<file path="src/rtl/mem_access_unit_if.sv">
// Request and RAM handshake bundle for mem_access_unit.
// The slave side is the access unit; the master side is the control unit plus RAM.
interface mem_access_unit_if #(
    parameter int ADDR_W = 9
);
    logic              req;
    logic              we;
    logic [1:0]        size;
    logic              uns;
    logic [ADDR_W-1:0] addr;
    logic [31:0]       wdata;
    logic [31:0]       rdata;
    logic              done;
    logic              err;
    logic              busy;
    logic              mem_mov;
    logic              mem_read;
    logic              mem_write;
    logic [ADDR_W-1:0] mem_addr;
    logic [31:0]       mem_wdata;
    logic              mem_moc;
    logic [31:0]       mem_rdata;

    modport slave (
        input  req, we, size, uns, addr, wdata, mem_moc, mem_rdata,
        output rdata, done, err, busy, mem_mov, mem_read, mem_write, mem_addr, mem_wdata
    );

    modport master (
        output req, we, size, uns, addr, wdata, mem_moc, mem_rdata,
        input  rdata, done, err, busy, mem_mov, mem_read, mem_write, mem_addr, mem_wdata
    );
endinterface

</file>
<file path="src/rtl/mem_access_unit.sv">
// Turns one load/store request into MOV/MOC cycles on a 4-byte-wide big-endian RAM,
// using read-modify-write for byte and halfword stores.
module mem_access_unit #(
    parameter int TIMEOUT = 16,
    parameter int ADDR_W  = 9
) (
    input  logic                  clock,
    input  logic                  reset,
    mem_access_unit_if.slave      bus
);
    localparam int CNT_W = $clog2(TIMEOUT + 1);
    localparam logic [CNT_W-1:0] CNT_LAST = CNT_W'(TIMEOUT - 1);

    typedef enum logic [2:0] {
        S_IDLE  = 3'd0,
        S_RD    = 3'd1,
        S_MERGE = 3'd2,
        S_WR    = 3'd3,
        S_DONE  = 3'd4
    } state_e;

    state_e            state_q, state_d;
    logic [CNT_W-1:0]  cnt_q, cnt_d;
    logic              err_d;
    logic              accept_s;
    logic              illegal_s;
    logic              we_q;
    logic              uns_q;
    logic [1:0]        size_q;
    logic [1:0]        off_q;
    logic [15:0]       wdata_q;
    logic [31:0]       buf_q;
    logic [31:0]       rdata_q;
    logic              done_q;
    logic              err_q;
    logic              busy_q;
    logic              mov_q;
    logic              read_q;
    logic              write_q;
    logic [ADDR_W-1:0] mem_addr_q;
    logic [31:0]       mem_wdata_q;

    // Big-endian lane selection: byte offset 0 is the most significant byte.
    function automatic logic [31:0] extract_load(input logic [31:0] word, input logic [1:0] size,
                                                 input logic [1:0] off, input logic uns);
        logic [7:0]  b;
        logic [15:0] h;
        logic [31:0] r;
        case (off)
            2'd0:    b = word[31:24];
            2'd1:    b = word[23:16];
            2'd2:    b = word[15:8];
            default: b = word[7:0];
        endcase
        h = off[1] ? word[15:0] : word[31:16];
        case (size)
            2'b00:   r = {{24{b[7] & ~uns}}, b};
            2'b01:   r = {{16{h[15] & ~uns}}, h};
            default: r = word;
        endcase
        return r;
    endfunction

    function automatic logic [31:0] merge_store(input logic [31:0] word, input logic [15:0] wd,
                                                input logic [1:0] size, input logic [1:0] off);
        logic [31:0] r;
        r = word;
        if (size == 2'b00) begin
            case (off)
                2'd0:    r[31:24] = wd[7:0];
                2'd1:    r[23:16] = wd[7:0];
                2'd2:    r[15:8]  = wd[7:0];
                default: r[7:0]   = wd[7:0];
            endcase
        end else if (off[1]) begin
            r[15:0] = wd;
        end else begin
            r[31:16] = wd;
        end
        return r;
    endfunction

    assign accept_s  = (state_q == S_IDLE) && bus.req;
    assign illegal_s = (bus.size == 2'b11) ||
                       ((bus.size == 2'b01) && bus.addr[0]) ||
                       ((bus.size == 2'b10) && (bus.addr[1:0] != 2'b00));

    // Next-state, timeout counter and error decision.
    always_comb begin
        state_d = state_q;
        cnt_d   = cnt_q;
        err_d   = 1'b0;
        case (state_q)
            S_IDLE: begin
                cnt_d = '0;
                if (bus.req) begin
                    if (illegal_s) begin
                        state_d = S_DONE;
                        err_d   = 1'b1;
                    end else if (!bus.we || (bus.size != 2'b10)) begin
                        state_d = S_RD;
                    end else begin
                        state_d = S_WR;
                    end
                end else begin
                    state_d = S_IDLE;
                end
            end
            S_RD: begin
                if (bus.mem_moc) begin
                    state_d = we_q ? S_MERGE : S_DONE;
                end else if (cnt_q == CNT_LAST) begin
                    state_d = S_DONE;
                    err_d   = 1'b1;
                end else begin
                    cnt_d = cnt_q + CNT_W'(1);
                end
            end
            S_MERGE: begin
                state_d = S_WR;
                cnt_d   = '0;
            end
            S_WR: begin
                if (bus.mem_moc) begin
                    state_d = S_DONE;
                end else if (cnt_q == CNT_LAST) begin
                    state_d = S_DONE;
                    err_d   = 1'b1;
                end else begin
                    cnt_d = cnt_q + CNT_W'(1);
                end
            end
            S_DONE:  state_d = S_IDLE;
            default: state_d = S_IDLE;
        endcase
    end

    // State, request capture and registered RAM/handshake outputs.
    always_ff @(posedge clock) begin
        if (reset) begin
            state_q     <= S_IDLE;
            cnt_q       <= '0;
            we_q        <= 1'b0;
            uns_q       <= 1'b0;
            size_q      <= 2'b00;
            off_q       <= 2'b00;
            wdata_q     <= 16'h0000;
            buf_q       <= 32'h0000_0000;
            rdata_q     <= 32'h0000_0000;
            done_q      <= 1'b0;
            err_q       <= 1'b0;
            busy_q      <= 1'b0;
            mov_q       <= 1'b0;
            read_q      <= 1'b0;
            write_q     <= 1'b0;
            mem_addr_q  <= '0;
            mem_wdata_q <= 32'h0000_0000;
        end else begin
            state_q <= state_d;
            cnt_q   <= cnt_d;
            done_q  <= (state_d == S_DONE);
            err_q   <= err_d;
            busy_q  <= (state_d != S_IDLE);
            // Outputs follow the next state so they switch cleanly on the edge.
            mov_q   <= (state_d == S_RD) || (state_d == S_WR);
            read_q  <= (state_d == S_RD);
            write_q <= (state_d == S_WR);
            if (accept_s) begin
                we_q       <= bus.we;
                uns_q      <= bus.uns;
                size_q     <= bus.size;
                off_q      <= bus.addr[1:0];
                wdata_q    <= bus.wdata[15:0];
                mem_addr_q <= {bus.addr[ADDR_W-1:2], 2'b00};
                if (bus.we && (bus.size == 2'b10)) begin
                    mem_wdata_q <= bus.wdata;
                end
            end
            if ((state_q == S_RD) && bus.mem_moc) begin
                buf_q <= bus.mem_rdata;
                if (!we_q) begin
                    rdata_q <= extract_load(bus.mem_rdata, size_q, off_q, uns_q);
                end
            end
            if (state_q == S_MERGE) begin
                mem_wdata_q <= merge_store(buf_q, wdata_q, size_q, off_q);
            end
        end
    end

    assign bus.rdata     = rdata_q;
    assign bus.done      = done_q;
    assign bus.err       = err_q;
    assign bus.busy      = busy_q;
    assign bus.mem_mov   = mov_q;
    assign bus.mem_read  = read_q;
    assign bus.mem_write = write_q;
    assign bus.mem_addr  = mem_addr_q;
    assign bus.mem_wdata = mem_wdata_q;
endmodule
</file>
<file path="src/flat_wrapper.sv">
// flat-port wrapper written by rule: the top's interface ports become plain ports
module mem_access_unit_flat 
#(
    parameter int TIMEOUT = 16,
    parameter int ADDR_W  = 9
)
  (clock, reset, bus_req, bus_we, bus_size, bus_uns, bus_addr, bus_wdata, bus_mem_moc, bus_mem_rdata, bus_rdata, bus_done, bus_err, bus_busy, bus_mem_mov, bus_mem_read, bus_mem_write, bus_mem_addr, bus_mem_wdata);
  mem_access_unit_if #(.ADDR_W(ADDR_W)) bus_i ();
  input  logic clock;
  input  logic reset;
  input wire logic [$bits(bus_i.req)-1:0] bus_req;
  input wire logic [$bits(bus_i.we)-1:0] bus_we;
  input wire logic [$bits(bus_i.size)-1:0] bus_size;
  input wire logic [$bits(bus_i.uns)-1:0] bus_uns;
  input wire logic [$bits(bus_i.addr)-1:0] bus_addr;
  input wire logic [$bits(bus_i.wdata)-1:0] bus_wdata;
  input wire logic [$bits(bus_i.mem_moc)-1:0] bus_mem_moc;
  input wire logic [$bits(bus_i.mem_rdata)-1:0] bus_mem_rdata;
  output wire logic [$bits(bus_i.rdata)-1:0] bus_rdata;
  output wire logic [$bits(bus_i.done)-1:0] bus_done;
  output wire logic [$bits(bus_i.err)-1:0] bus_err;
  output wire logic [$bits(bus_i.busy)-1:0] bus_busy;
  output wire logic [$bits(bus_i.mem_mov)-1:0] bus_mem_mov;
  output wire logic [$bits(bus_i.mem_read)-1:0] bus_mem_read;
  output wire logic [$bits(bus_i.mem_write)-1:0] bus_mem_write;
  output wire logic [$bits(bus_i.mem_addr)-1:0] bus_mem_addr;
  output wire logic [$bits(bus_i.mem_wdata)-1:0] bus_mem_wdata;
  assign bus_i.req = bus_req;
  assign bus_i.we = bus_we;
  assign bus_i.size = bus_size;
  assign bus_i.uns = bus_uns;
  assign bus_i.addr = bus_addr;
  assign bus_i.wdata = bus_wdata;
  assign bus_i.mem_moc = bus_mem_moc;
  assign bus_i.mem_rdata = bus_mem_rdata;
  assign bus_rdata = bus_i.rdata;
  assign bus_done = bus_i.done;
  assign bus_err = bus_i.err;
  assign bus_busy = bus_i.busy;
  assign bus_mem_mov = bus_i.mem_mov;
  assign bus_mem_read = bus_i.mem_read;
  assign bus_mem_write = bus_i.mem_write;
  assign bus_mem_addr = bus_i.mem_addr;
  assign bus_mem_wdata = bus_i.mem_wdata;
  mem_access_unit #(.TIMEOUT(TIMEOUT), .ADDR_W(ADDR_W)) u_core (.clock(clock), .reset(reset), .bus(bus_i));
endmodule
</file>
<file path="config.mk">
export PLATFORM = sky130hd
export DESIGN_NAME = mem_access_unit_flat
export DESIGN_NICKNAME = d
export VERILOG_FILES = /design/src/rtl/mem_access_unit_if.sv /design/src/rtl/mem_access_unit.sv /design/src/flat_wrapper.sv
export SDC_FILE = /design/constraint.sdc
export NUM_CORES = 1
export LEC_CHECK = 0
export ABC_AREA = 1
export CAP_MARGIN = 0
export CORE_ASPECT_RATIO = 2
export CORE_MARGIN = 5
export CORE_UTILIZATION = 45
export CTS_BUF_LIST = sky130_fd_sc_hd__clkbuf_4 sky130_fd_sc_hd__clkbuf_8
export DETAILED_ROUTE_END_ITERATION = 16
export HOLD_SLACK_MARGIN = 0.02
export PLACE_DENSITY = 0.69
export SLEW_MARGIN = 10
export SYNTH_ARGS = -nofsm -noshare
export SYNTH_HDL_FRONTEND = slang
export SYNTH_SLANG_ARGS = --single-unit
</file>
<file path="constraint.sdc">
create_clock -name clock -period 2.8 [get_ports clock]
set_input_delay 0.42 -clock clock [delete_from_list [all_inputs] [get_ports clock]]
set_output_delay 0.42 -clock clock [all_outputs]
set_load 0.02 [all_outputs]
</file>
**Word-level counts from Yosys, hierarchy flattened**

Cells that the tools add are included.
W data, S select, Z words.

- Bits in registers: 139
- Bits in latches: 0
- Memory bits (writable): 0
- ROM bits: 0
- Word-level logic and storage cells: 94
- Memories kept: 0

- $add $sub $neg: 1
- Multiply operators: 0
- Div/mod/pow operators: 0
- $lt $le $gt $ge: 0
- Equal/unequal tests: 16
- Shift-type cells: 0
- Multiplexer cells: 32
- Bitwise operators: 4
- Reduce and logical (&&, ||, !) cells: 24

Operator list:

| cell | count |
|---|---|
| $mux W32 | 4 |
| $pmux W32 S2 | 1 |
| $mux W8 | 7 |
| $mux W16 | 3 |
| $pmux W8 S3 | 1 |
| $mux W3 | 6 |
| $pmux W3 S4 | 1 |
| $mux W5 | 2 |
| $pmux W5 S2 | 1 |
| $eq A3 B2 Y1 const B | 3 |
| $reduce_bool A2 Y1 | 4 |
| $eq A2 B1 Y1 const B | 3 |
| $eq A2 B2 Y1 const B | 3 |
| $eq A3 B1 Y1 const B | 2 |
| $ne A2 B2 Y1 const B | 3 |
| $add A5 B1 Y5 const B | 1 |
| $eq A5 B4 Y1 const B | 1 |
| $logic_and A1 B1 Y1 | 5 |
| $logic_not A2 Y1 | 2 |
| $logic_or A1 B1 Y1 | 4 |
| $mux W1 | 4 |
| $reduce_and A2 Y1 | 2 |
| $reduce_or A2 Y1 | 2 |
| $eq A3 B3 Y1 const B | 1 |
| 9 further kinds | 11 |

**Depth between registers and ports, before layout**

- Depth in word-level cells: 9
- Depth in mapped cells: 11

**Least setup slack after synthesis**

Ideal clock, no wire load.

- Path kind: register to register
- Start: register u_core.cnt_q[0]
- End: register u_core.busy_q, in the netlist u_core.bus.busy
- Setup time: 0.119 ns
- Arrival: 1.379 ns
- Setup slack: 1.302 ns
- Stages on the path, launching flop included: 12
- Buffers on the path: 0
- Period minus slack after synthesis: 1.498 ns
- Cells stage by stage: dfxtp_1 > ha_1 > inv_1 > nor3_1 > ha_1 > inv_1 > nand2_1 > nor2_1 > nor2_1 > nand2_1 > o21ai_0 > nand2_1

- Word-level cells in the longest chain between the ends: 5
- Elaborated cells on any way between the ends: 6
- Classes of those cells: eq/ne: 1; mux: 4; reduce/logical: 1

RTL lines:

| element | line | source |
|---|---|---|
| from (decl) | mem_access_unit.sv:23 | `logic [CNT_W-1:0] cnt_q, cnt_d;` |
| from (signal assigned) | mem_access_unit.sv:160 | `cnt_q <= cnt_d;` |
| $eq A5 B4 Y1 (*) | mem_access_unit.sv:112, mem_access_unit.sv:126 |  |
| $mux W3 (*) | mem_access_unit.sv:112, mem_access_unit.sv:126 |  |
| $mux W3 (on tied branches) | mem_access_unit.sv:124, mem_access_unit.sv:110 |  |
| $pmux W3 S4 (*) | mem_access_unit.sv:93 | `case (state_q)` |
| $reduce_bool A3 Y1 (*) | mem_access_unit.sv:163 | `busy_q <= (state_d != S_IDLE);` |
| to (signal assigned) | mem_access_unit.sv:163 |  |
| to (decl) | mem_access_unit.sv:36 | `logic busy_q;` |

Every way passes the cells marked *; elsewhere a longest branch is shown, timed or not.
A chain may end at the register's enable or synchronous reset.

**Worst setup path after layout**

- Start: register u_core.size_q[1]
- End: register u_core.rdata_q[25], in the netlist u_core.bus.rdata[25]

- Word-level cells in the longest chain between the ends: 2
- Elaborated cells on any way between the ends: 3
- Classes of those cells: eq/ne: 1; mux: 1; reduce/logical: 1

RTL lines:

| element | line | source |
|---|---|---|
| from (decl) | mem_access_unit.sv:29 | `logic [1:0] size_q;` |
| from (signal assigned) | mem_access_unit.sv:171 | `size_q <= bus.size;` |
| $eq A2 B1 Y1 / $logic_not A2 Y1 (equally long branches) | mem_access_unit.sv:56 | `case (size)` |
| $pmux W32 S2 (*) | mem_access_unit.sv:56 |  |
| to (signal assigned) | mem_access_unit.sv:182 | `rdata_q <= extract_load(bus.mem_rdata, size_q, off_q, uns_q);` |
| to (decl) | mem_access_unit.sv:33 | `logic [31:0] rdata_q;` |

Marked as above.

==> results.md <==
- HPWL reported at the end of detailed placement: 18,000 µm
- Endpoints failing setup: 0
- Root Driver: clkbuf_8
- Synthesized cell area: 7390 µm²
- Clk slew on worst S/H paths: 0.08 ns
- Worst hold path type: reg2reg
- Worst setup SP type: flop
- Status: complete, no violations
- Syn-to-layout area delta: 29.1%
- Hold Slack: 0.465 ns
- Max FO, Critical Path: 35
- VDD IR max: 0.439 mV
- F_max: 507 MHz
- Global route total overflow: 0
- Worst path arrival time: 2.37 ns
- Total CTS buffers: 17
- Yosys top cell area share: 37.7%
- Post-synthesis sequential area ratio: 37.7%
- Initial antenna violation count: 0
- Die Y: 191 µm
- CTS max path bufs: 2
- Register bit count reported by yosys: 139
- Crit path kind: reg2reg
- Critical Path RT: 3.20 ns
- Port Buffers: 157
- Number of synthesized flops with an enable pin: 0
- Dpl cells: 1,503
- Later-pin clock latency in the skew report: 0.46 ns
- Post-Synthesis Cells: 1,185
- Synth area leaders: dfxtp_1 (38%), nand2_1 (16%), nor2_1 (11%), o21ai_0 (8.3%), a21oi_1 (6.0%)
- Worst rel slew slack: 53.9%
- Post-cts sizing count: 0
- Layout cells sized above 1: 6.84%
- CTS tree: yes
- Iteration-0 DRC Markers: 402
- Tot GR Track Use: 25.1%
- Core Region: 16,200 µm²
- First-pass GRT wire length: 38,300 µm
- Period minus WS final: 1.97 ns
- Final Net Count: 1,401
- Post-synth top area cell: dfxtp_1
- Worst-Margin Slew: 0.688 ns
- Ys async rst share: 0%
- I/O pin cnt: 160
- Vias: 7,709
- Die Wd: 101 µm
- RSZ-0062 raised after global routing: no
- Max Slew Vio Count: 0
- Leak: 4.14 nW
- Library cells used by synthesis: 32
- Setup TNS Final: 0 ns
- Starting density of the core: 45.7%
- Post-route ant nets: 0
- Pin count of the biggest net entering global routing: 53
- Cell Count, Final, Fillers Out: 1,534
- Final Wtd Congestion: 0.927
- Syn avg cell area: 6.24 µm²
- Antenna cell count: 0
- WL final: 23,800 µm
- Warnings from Yosys: 0
- Drt pass-1 iters: 5
- Hold Fails Final Rpt: 0
- Top FF cell, synth: dfxtp_1
- Power Dens Cells: 558 nW/µm²
- Max-Cap Viols: 0
- Sink Count: 139
- DR vias/cell: 5.03
- Crit share post-route: 70.4%
- Routed wire per std cell: 15.5 µm
- DRC: 0
- CTS Hold Bufs: 0
- Rows: 66
- CTS H-tree lvls: 4
- Post-CTS Setup Inserts: 0
- Fillers: 1,613
- Vias in the first global route: 7,616
- Critical path endpoint category: flop
- Worst Skew: 0.0130 ns
- Die ar.: 19,200 µm²
[sequential cells by signal, indices dropped and copies added, names as in the netlist]
signal / flops
u_core.bus.mem_mov: 1
u_core.wdata_q: 16
u_core.state_q: 3
u_core.bus.busy: 1
u_core.uns_q: 1
u_core.bus.mem_wdata: 32
u_core.bus.mem_read: 1
u_core.buf_q: 32
u_core.we_q: 1
u_core.cnt_q: 5
u_core.bus.mem_write: 1
u_core.bus.done: 1
u_core.size_q: 2
u_core.bus.err: 1
u_core.bus.mem_addr: 7
u_core.bus.rdata: 32
u_core.off_q: 2
[through the flow]
step	power [mW]	util (%)	instance area (µm²)	setup WS, ns
floorplan	2.97	-	7390	1.30
global placement	3.43	56.0	9070	0.667
detailed placement	3.43	56.0	9070	0.608
CTS	5.36	58.9	9540	0.792
global route	5.59	58.9	9540	0.648
finish	5.33	58.9	9540	0.828
[critical path, stage by stage (launching register included)]
cell and delay (ns):
dfxtp_1 0.32, nor2_2 0.09, buf_4 0.28, inv_2 0.31, a21oi_2 0.28, nand3_4 0.33, nand3_1 0.17, nand2_1 0.07
inv_1 0.05
[cell families after synthesis]
kind of cell | count (synthesis) | share of synthesized area [%]
adder cells (fa/ha/maj) | 2 | 0.339
AO/OA/AOI/OAI | 222 | 15.5
AND/OR/NAND/NOR | 632 | 35.1
XOR/XNOR | 1 | 0.119
other | 1 | 0.0507
flip-flops | 139 | 37.7
buffers and inverters | 188 | 11.3
[worst paths after layout]
path / depth (start not counted) / start / end / slack (ns)
max: 8 / u_core.size_q[1] / u_core.bus.rdata[25] / 0.83
min: 2 / u_core.cnt_q[4] / u_core.cnt_q[4] / 0.46
max reg2reg: 8 / u_core.size_q[1] / u_core.bus.rdata[25] / 0.83
min reg2reg: 2 / u_core.cnt_q[4] / u_core.cnt_q[4] / 0.46
[layout by cell type, fill, tap and decap left out, types with 9 or more instances in the layout]
cell             netlist  routed
nand2_1              313     313
nor2_1               208     208
clkdlybuf4s50_1        0     157
dfxtp_1              139     139
o21ai_0              122     122
inv_1                112     111
a21oi_1               89      89
nand3_1               83      83
clkbuf_8               0      20
buf_4                  9      20
a21oi_2                9       9
[Yosys cell counts, types with 7 or more instances]
cell / count
nand2_1: 313
nor2_1: 208
dfxtp_1: 139
o21ai_0: 122
inv_1: 112
a21oi_1: 89
nand3_1: 83
clkbuf_1: 26
buf_2: 20
a21oi_2: 9
buf_4: 9
buf_6: 9
inv_2: 7
[cell type report]
class / instances / area, µm² / area share (%)
Tap cell: 204 / 255 / 2.68
Inverter: 120 / 450 / 4.72
Clock buffer: 21 / 283 / 2.96
Timing Repair Buffer: 181 / 1800 / 18.9
Multi-Input combinational cell: 859 / 3780 / 39.6
Sequential cell: 139 / 2780 / 29.2
Clock inverter: 10 / 188 / 1.97
[power by group]
group / leakage, nW / switching, mW / internal [mW]
clock network: 0.232 / 0.793 / 1.14
logic: 2.78 / 0.746 / 0.464
registers: 1.13 / 0.0878 / 2.10
total: 4.14 / 1.63 / 3.70
[routing by layer]
layer	track usage (%)	vias to the layer above	share of wire [%]
li1	-	3974	-
met1	27.8	3453	39
met2	45.8	226	53
met3	3.25	56	4.1
met4	12.1	0	4.0
met5	0	-	0
No activity file was read; power rests on OpenSTA's default activity.
